$ cat config.mk
export PLATFORM = sky130hd
export DESIGN_NAME = pkt_switch
export DESIGN_NICKNAME = d
export VERILOG_FILES = /design/src/rtl/pkt_switch.sv
export SDC_FILE = /design/constraint.sdc
export NUM_CORES = 1
export LEC_CHECK = 0
export CAP_MARGIN = 20
export CORE_MARGIN = 2
export CORE_UTILIZATION = 25
export CTS_CLUSTER_DIAMETER = 200
export DETAILED_ROUTE_END_ITERATION = 8
export PLACE_DENSITY = 0.4
export SLEW_MARGIN = 20
export SYNTH_ARGS = -nofsm -noshare
export SYNTH_HDL_FRONTEND = slang
export SYNTH_SLANG_ARGS = --single-unit
$ cat constraint.sdc
create_clock -name clk -period 12.81 [get_ports clk]
set_clock_uncertainty 0.05 [all_clocks]
set_input_delay 3.843 -clock clk [delete_from_list [all_inputs] [get_ports clk]]
set_output_delay 3.843 -clock clk [all_outputs]
set_load 0.1 [all_outputs]
$ cat src/rtl/pkt_switch.sv
// NUM_PORTS x NUM_PORTS packet switch: per-output round-robin arbitration into show-ahead FIFOs.
// Define PKT_SWITCH_BCAST_EN to deliver all-ones addressed words to every output.
module pkt_switch #(
  parameter int NUM_PORTS  = 4,
  parameter int DATA_W     = 8,
  parameter int ADDR_W     = 8,
  parameter int FIFO_DEPTH = 4
) (
  input  logic                        clk,
  input  logic                        reset,
  input  logic [NUM_PORTS*ADDR_W-1:0] addr_in,
  input  logic [NUM_PORTS*DATA_W-1:0] data_in,
  input  logic [NUM_PORTS-1:0]        valid_in,
  output logic [NUM_PORTS-1:0]        rcv_rdy,
  output logic [NUM_PORTS*ADDR_W-1:0] addr_out,
  output logic [NUM_PORTS*DATA_W-1:0] data_out,
  output logic [NUM_PORTS-1:0]        valid_out,
  input  logic [NUM_PORTS-1:0]        data_rd
);

  localparam int LOG_P = $clog2(NUM_PORTS);
  localparam int LOG_D = $clog2(FIFO_DEPTH);
  localparam int ENT_W = ADDR_W + DATA_W;
  localparam logic [LOG_D:0] FULL_CNT = (LOG_D+1)'(FIFO_DEPTH);

  logic [ENT_W-1:0]     mem_q    [NUM_PORTS][FIFO_DEPTH];
  logic [LOG_D-1:0]     wr_ptr_q [NUM_PORTS];
  logic [LOG_D-1:0]     wr_ptr_d [NUM_PORTS];
  logic [LOG_D-1:0]     rd_ptr_q [NUM_PORTS];
  logic [LOG_D-1:0]     rd_ptr_d [NUM_PORTS];
  logic [LOG_D:0]       count_q  [NUM_PORTS];
  logic [LOG_D:0]       count_d  [NUM_PORTS];
  logic [LOG_P-1:0]     rr_ptr_q [NUM_PORTS];
  logic [LOG_P-1:0]     rr_ptr_d [NUM_PORTS];
  logic [NUM_PORTS-1:0] req      [NUM_PORTS];  // req[j][i]: input i requests output j
  logic [ENT_W-1:0]     wr_ent   [NUM_PORTS];
  logic [NUM_PORTS-1:0] full, push, pop, uc_gnt;
`ifdef PKT_SWITCH_BCAST_EN
  logic [NUM_PORTS-1:0] bc_req, bc_gnt;
  logic [LOG_P-1:0]     bc_rr_q, bc_rr_d;
  logic                 any_uc;
`endif

  always_comb begin
    for (int j = 0; j < NUM_PORTS; j++) req[j] = '0;
`ifdef PKT_SWITCH_BCAST_EN
    bc_req = '0;
    any_uc = 1'b0;
`endif
    for (int i = 0; i < NUM_PORTS; i++) begin
      if (valid_in[i]) begin
`ifdef PKT_SWITCH_BCAST_EN
        if (&addr_in[i*ADDR_W +: ADDR_W]) bc_req[i] = 1'b1;
        else
`endif
          req[addr_in[i*ADDR_W +: LOG_P]][i] = 1'b1;
      end
    end
`ifdef PKT_SWITCH_BCAST_EN
    for (int j = 0; j < NUM_PORTS; j++) any_uc = any_uc | (|req[j]);
`endif
  end

  always_comb begin
    logic [LOG_P-1:0] idx;
    uc_gnt   = '0;
    push     = '0;
    full     = '0;
    rr_ptr_d = rr_ptr_q;
    idx      = '0;
    for (int j = 0; j < NUM_PORTS; j++) wr_ent[j] = '0;
    for (int j = 0; j < NUM_PORTS; j++) begin
      // Full is judged on the registered count, so a same-cycle pop cannot free a slot.
      full[j] = (count_q[j] == FULL_CNT);
      if (!full[j]) begin
        for (int k = 0; k < NUM_PORTS; k++) begin
          idx = rr_ptr_q[j] + LOG_P'(k);
          if (!push[j] && req[j][idx]) begin
            push[j]     = 1'b1;
            uc_gnt[idx] = 1'b1;
            wr_ent[j]   = {addr_in[idx*ADDR_W +: ADDR_W], data_in[idx*DATA_W +: DATA_W]};
            rr_ptr_d[j] = idx + LOG_P'(1);
          end
        end
      end
    end
`ifdef PKT_SWITCH_BCAST_EN
    bc_gnt  = '0;
    bc_rr_d = bc_rr_q;
    if (!any_uc && !(|full)) begin
      for (int k = 0; k < NUM_PORTS; k++) begin
        idx = bc_rr_q + LOG_P'(k);
        if (!(|bc_gnt) && bc_req[idx]) begin
          bc_gnt[idx] = 1'b1;
          push        = '1;
          for (int j = 0; j < NUM_PORTS; j++)
            wr_ent[j] = {addr_in[idx*ADDR_W +: ADDR_W], data_in[idx*DATA_W +: DATA_W]};
          bc_rr_d = idx + LOG_P'(1);
        end
      end
    end
    rcv_rdy = reset ? '0 : (uc_gnt | bc_gnt);
`else
    rcv_rdy = reset ? '0 : uc_gnt;
`endif
  end

  always_comb begin
    pop       = '0;
    valid_out = '0;
    addr_out  = '0;
    data_out  = '0;
    for (int j = 0; j < NUM_PORTS; j++) begin
      valid_out[j] = (count_q[j] != '0);
      pop[j]       = data_rd[j] && valid_out[j];
      wr_ptr_d[j]  = push[j] ? wr_ptr_q[j] + LOG_D'(1) : wr_ptr_q[j];
      rd_ptr_d[j]  = pop[j]  ? rd_ptr_q[j] + LOG_D'(1) : rd_ptr_q[j];
      count_d[j]   = count_q[j];
      if (push[j] && !pop[j])      count_d[j] = count_q[j] + (LOG_D+1)'(1);
      else if (!push[j] && pop[j]) count_d[j] = count_q[j] - (LOG_D+1)'(1);
      if (valid_out[j]) begin
        addr_out[j*ADDR_W +: ADDR_W] = mem_q[j][rd_ptr_q[j]][ENT_W-1 -: ADDR_W];
        data_out[j*DATA_W +: DATA_W] = mem_q[j][rd_ptr_q[j]][DATA_W-1:0];
      end
    end
  end

  always_ff @(posedge clk) begin
    if (reset) begin
      for (int j = 0; j < NUM_PORTS; j++) begin
        wr_ptr_q[j] <= '0;
        rd_ptr_q[j] <= '0;
        count_q[j]  <= '0;
        rr_ptr_q[j] <= '0;
      end
`ifdef PKT_SWITCH_BCAST_EN
      bc_rr_q <= '0;
`endif
    end else begin
      for (int j = 0; j < NUM_PORTS; j++) begin
        if (push[j]) mem_q[j][wr_ptr_q[j]] <= wr_ent[j];
        wr_ptr_q[j] <= wr_ptr_d[j];
        rd_ptr_q[j] <= rd_ptr_d[j];
        count_q[j]  <= count_d[j];
        rr_ptr_q[j] <= rr_ptr_d[j];
      end
`ifdef PKT_SWITCH_BCAST_EN
      bc_rr_q <= bc_rr_d;
`endif
    end
  end

endmodule

Word level (Yosys, flattened, before mapping) --
Memories as Yosys holds them, arrays and structs flattened. Cells that the tools add are included. Widths: inputs -> output; s select.
Operators by class: add/sub/neg operators 40, multiply operators 0, divide/modulo/power cells 0, magnitude comparators 52, eq/ne operators 4, shifts and indexed selects 32, mux-type cells 248, bitwise gates (word level) 46, reductions and logical operators 80
Operators with widths (count):
- $shiftx 32x6->8 | 32
- $mux 16 | 36
- $mux 64 | 4
- $mux 4 | 34
- $bmux 16 s2 | 4
- $demux 16 s2 | 4
- $mux 1 | 76
- $mux 2 | 33
- $mux 8 | 8
- $or 4x4->4 | 15
- $add 2x1->2 const B | 24
- $logic_and 1x1->1 | 48
- $lt 2x3->1 const B | 16
- $or 16x16->16 | 3
- $mux 3 | 13
- $ge 3x3->1 const B | 12
- $not 2->3 | 12
- $bmux 1 s2 | 16
- $demux 1 s2 | 16
- $demux 4 s2 | 4
- $ge 2x1->1 const B | 16
- $lt 3x1->1 const B | 8
- $logic_not 1->1 | 20
- $add 2x2->2 const B | 8
- 8 further kinds | 40
Word-level totals: bits in registers 8, latch bits 0, bits in writable memories 284, ROM bits 0, bits of input ports 74, output and inout bits 72, memories 4
Memory list:
- mem_q | depth 4, bits a word 64, rd ports 4, clocked after Yosys merged registers in 0, write ports 4, RTL line 26 | logic [ENT_W-1:0] mem_q [NUM_PORTS][FIFO_DEPTH];
- count_q | depth 4, bits a word 3, rd ports 4, clocked after Yosys merged registers in 0, write ports 4, RTL line 31 | logic [LOG_D:0] count_q [NUM_PORTS];
- rd_ptr_q | depth 4, bits a word 2, rd ports 4, clocked after Yosys merged registers in 0, write ports 4, RTL line 29 | logic [LOG_D-1:0] rd_ptr_q [NUM_PORTS];
- wr_ptr_q | depth 4, bits a word 2, rd ports 4, clocked after Yosys merged registers in 0, write ports 4, RTL line 27 | logic [LOG_D-1:0] wr_ptr_q [NUM_PORTS];

Logic depth before layout (Yosys ltp) --
depth after elaboration 65, gate-level depth with buffers 14, depth with buffers taken out 11

Worst setup path after synthesis --
Ideal clock, no wire load.
kind input to output, start input addr_in[8], end output rcv_rdy[2], data arrival time 6.329 ns, required time 8.917 ns, setup slack 2.588 ns, stages on the path 7, buffers on the path 1, path through or3b_1 mux4_2 clkbuf_1 o21ai_0 a21oi_1 a2111oi_0 nand4_1
Between the ends: longest elaborated chain between the ends 64, elaborated cells on any way between the ends 140, classes of those cells order compare: 2; mux: 94; bitwise: 19; reduce/logical: 25
Ends and longest elaborated chain:
- start, declared | RTL line 11 | input logic [NUM_PORTS*ADDR_W-1:0] addr_in,
- $not 2->3 (implied by the code) * | RTL line 56 | req[addr_in[i*ADDR_W +: LOG_P]][i] = 1'b1;
- $ge 3x3->1 (implied by the code) or $lt 3x1->1 (tied branches) | RTL line 56
- $logic_and 1x1->1 (implied by the code) | RTL line 56
- $mux 2 (implied by the code) | RTL line 56
- $demux 4 s2 * | RTL line 56
- $or 16x16->16 (no line) *
- $mux 16 * | RTL line 51 | if (valid_in[i]) begin
- $or 16x16->16 (no line)
- [... 48 more ...]
- $mux 4 | RTL line 75 | if (!full[j]) begin
- $or 4x4->4 (no line)
- $mux 4 | RTL line 78 | if (!push[j] && req[j][idx]) begin
- $mux 4 | RTL line 75
- $or 4x4->4 (no line)
- $mux 4 | RTL line 78
- $mux 4 * | RTL line 75
- $mux 4 * | RTL line 104 | rcv_rdy = reset ? '0 : uc_gnt;
- end, declared | RTL line 14 | output logic [NUM_PORTS-1:0] rcv_rdy,
Every way passes the cells marked *; elsewhere a longest branch is shown, timed or not. The select of a mux whose other input is x is not followed.

Worst setup path in the final report --
start input addr_in[25], end output rcv_rdy[3]
Between the ends: longest elaborated chain between the ends 60, elaborated cells on any way between the ends 136, classes of those cells order compare: 2; mux: 92; bitwise: 17; reduce/logical: 25
Ends and longest elaborated chain (RTL line):
- $not 2->3 (implied by the code) * | 56
- $ge 3x3->1 (implied by the code) or $lt 3x1->1 (tied branches) | 56
- $logic_and 1x1->1 (implied by the code) | 56
- $mux 4 (implied by the code) | 56
- $demux 4 s2 * | 56
- $or 16x16->16 (no line) *
- $mux 16 * | 51
- $bmux 1 s2 | 78
- [... 44 more ...]
- $mux 4 | 75
- $or 4x4->4 (no line)
- $mux 4 | 78
- $mux 4 | 75
- $or 4x4->4 (no line)
- $mux 4 | 78
- $mux 4 * | 75
- $mux 4 * | 104
Marked as above.

==> flow_metrics.py <==
metrics = {
    "outcome": {
        "status": "finished clean",
    },
    "logic_synthesis": {
        "yosys-top-cells-area": "edfxtp_1, mux4_2, dfxtp_1, ha_1, and2_1",
        "synth.avg_cell_area_sq_um": 13.8,
        "yosys_register_bits": 292,
        "synth_top_area_cell": "edfxtp_1",
        "synth_common_cells": "mux4_2, edfxtp_1, clkbuf_1",
        "synth_ff_type": "edfxtp_1",
        "synth_most_common_cell": "mux4_2",
        "synth-edff-count": 256,
        "ys_seq_area_share_pct": 40.9,
        "syn-cell-area_sq_mm": 0.0205,
        "netlist_instances": 1492,
        "synth-async-reset-ratio_pct": 0,
        "yosys.cell_types.count": 60,
        "yosysWarnings": 0,
        "synth_top_area_share_pct": 37.4,
    },
    "sta": {
        "worst_pin_slew_ps": 1010,
        "final.min_clock_period_ps": 11220,
        "setup_violations": 0,
        "slew_headroom_pct": 32.2,
        "fin_setup_tns_ps": 0,
        "timing.fmax_ghz": 0.0891,
        "finalHoldViolCount": 0,
        "rsz0062_at_grt": "no",
        "drv_slew": 0,
        "min_period_over_period_pct": 87.6,
        "fin_ws_ps": 1590,
    },
    "detailed_routing": {
        "drtIter0Drc": 1052,
        "final_antenna_net_count": 0,
        "drt_first_pass_iters": 5,
        "wl_mm": 63.4,
        "vias": 14000,
        "wire_per_inst_um": 24.2,
        "drc": 0,
        "vias_per_cell": 5.35,
    },
    "power": {
        "ir_worst_vdd_uv": 181,
        "power_density_mw_per_mm2": 250,
        "p_leak_nw": 7.40,
    },
    "worst_hold_path": {
        "hp-class": "reg -> reg",
        "hold_path_depth": 2,
    },
    "global_route": {
        "grt_max_degree": 63,
        "grt_pass1_wl_mm": 96.2,
        "grt_pass1_vias": 14100,
        "grt.overflow.total": 0,
        "antenna_found_initial": 6,
        "track_usage_pct": 14.9,
    },
    "clock_network": {
        "post_cts_buffers": 0,
        "ctsHoldBuffers": 0,
        "htreeDepth": 2,
        "clk_pin_slew_worst_paths_ps": 50,
        "cts_buffers": 35,
        "cts_root_buffer": "clkbuf_16",
        "clockBufferDepth": 3,
        "cts_tree": "yes",
        "clock_latency_ps": 550,
        "clkSinkCount": 292,
        "cts_resized": 0,
    },
    "setup_path": {
        "criticalPathCategory": "in -> out",
        "cp.required_ps": 8920,
        "crit_fanout": 22,
        "max_stage_delay_ps": 920,
        "critPathArrivalTime_ps": 7320,
        "critPathLaunchType": "primary input",
        "ff2ff_path_depth": 12,
        "path_cells": "clkdlybuf4s50_1 -> and3b_1 -> mux4_2 -> or4b_1 -> nor3_2 -> a2111oi_0 -> nand3_1 -> buf_4",
        "r2r_setup_slack_ps": 8390,
        "end_kind": "output port",
        "slowest_stage": "or4b_1",
    },
    "floorplanning": {
        "initial_core_util_pct": 25.1,
        "die_h_um": 291,
        "core_sq_mm": 0.0817,
        "die_w_um": 291,
        "rows": 105,
        "dieArea_sq_mm": 0.0845,
        "ios": 146,
    },
    "placement": {
        "gp_congestion": 0.797,
        "port_buffers": 145,
        "pre_cts_slack_ps": 1640,
        "dpl.hpwl_mm": 43.4,
    },
    "final_layout": {
        "nets": 1650,
        "nFillCells": 8198,
        "drive_gt1_share_pct": 26.1,
        "area_growth_syn_to_layout_pct": 17.0,
        "finish.utilization_pct": 29.4,
    },
    "job": {
        "maxCapViolations": 0,
    },
}
## state kept, by name (all words and copies together), names as in the netlist
register,flops
wr_ptr_q,8
mem_q,256
count_q,12
rd_ptr_q,8
rr_ptr_q,8
## cell families (layout without fill, tap and decap cells)
family                   count (synthesis)  count (layout)  synth area share, %
buffers and inverters                  208             254                 4.08
flip-flops                             292             292                 40.9
AND/OR/NAND/NOR                        377             377                 9.87
AO/OA/AOI/OAI                          227             227                 6.87
other                                    1              17               0.0183
adder cells (fa/ha/maj)                 48              48                 3.07
XOR/XNOR                                23              23                0.981
multiplexers                           316             316                 34.2
## layout by cell type (no fill, tap or decap), types with 8 or more instances in the layout
| master | instances |
|---|---|
| nand3b_1 | 8 |
| mux4_2 | 308 |
| nand2b_1 | 29 |
| conb_1 | 16 |
| edfxtp_1 | 256 |
| clkdlybuf4s50_1 | 140 |
| dfxtp_1 | 32 |
| nand2_1 | 75 |
| inv_1 | 20 |
| a221o_1 | 31 |
| xor2_1 | 16 |
| mux2i_1 | 8 |
| a31oi_1 | 12 |
| clkbuf_16 | 36 |
| and2_1 | 83 |
| o21ai_0 | 77 |
| or3_1 | 9 |
| a21oi_1 | 76 |
| nand3_1 | 79 |
| buf_4 | 28 |
| and3b_1 | 8 |
| nor2_1 | 47 |
| ha_1 | 44 |
## area by class of cell
| cell class | instances | area [sq um] | share of cell area [%] |
|---|---|---|---|
| antenna | 1 | 2.50 | 0.0104 |
| clock buffer | 43 | 937 | 3.90 |
| clock inverter | 19 | 230 | 0.958 |
| inverter | 22 | 82.6 | 0.344 |
| multi-input combinational | 1007 | 11400 | 47.3 |
| sequential | 292 | 8420 | 35.1 |
| tap | 1070 | 1340 | 5.57 |
| timing repair buffer | 170 | 1640 | 6.84 |
## path summary, 6_finish.rpt
| kind | start | endpoint |
|---|---|---|
| setup reg to reg | rr_ptr_q[1] | count_q[3][2] |
| setup / recovery | addr_in[25] | rcv_rdy[3] |
| hold reg to reg | count_q[1][2] | count_q[1][2] |
| hold / removal | count_q[1][2] | count_q[1][2] |
## stage by stage
step,area (sq um),cells,hold WS [ps],total power [mW]
floorplan,20600,1507,411,4.18
finish,24000,2624,447,6.00
detailed placement,22800,2560,440,5.04
CTS,24000,2622,448,6.07
global placement,22800,2560,422,5.00
global route,24000,2623,470,6.35
## power by group
group / switching, mW / internal, mW / leakage (nW)
clock: 0.405 / 0.606 / 0.557
sequential: 0.0935 / 1.32 / 2.66
combinational: 2.25 / 1.32 / 4.19
total: 2.75 / 3.25 / 7.40
## worst max-delay path, delay by kind of cell
family / cells / cell delay (ps)
and+or+nand+nor: 4 / 1670
buffers and inverters: 2 / 930
muxes: 1 / 710
AOI/OAI and AO/OA: 1 / 160
## per-layer routing
layer,routed length [um],up-vias,GRT usage (%)
met5,43,-,0
met4,869,8,3.02
met3,4300,62,3.34
met2,31000,454,24.5
met1,27200,7438,20.2
li1,-,6064,-
Power figures use the tool's default switching activity.
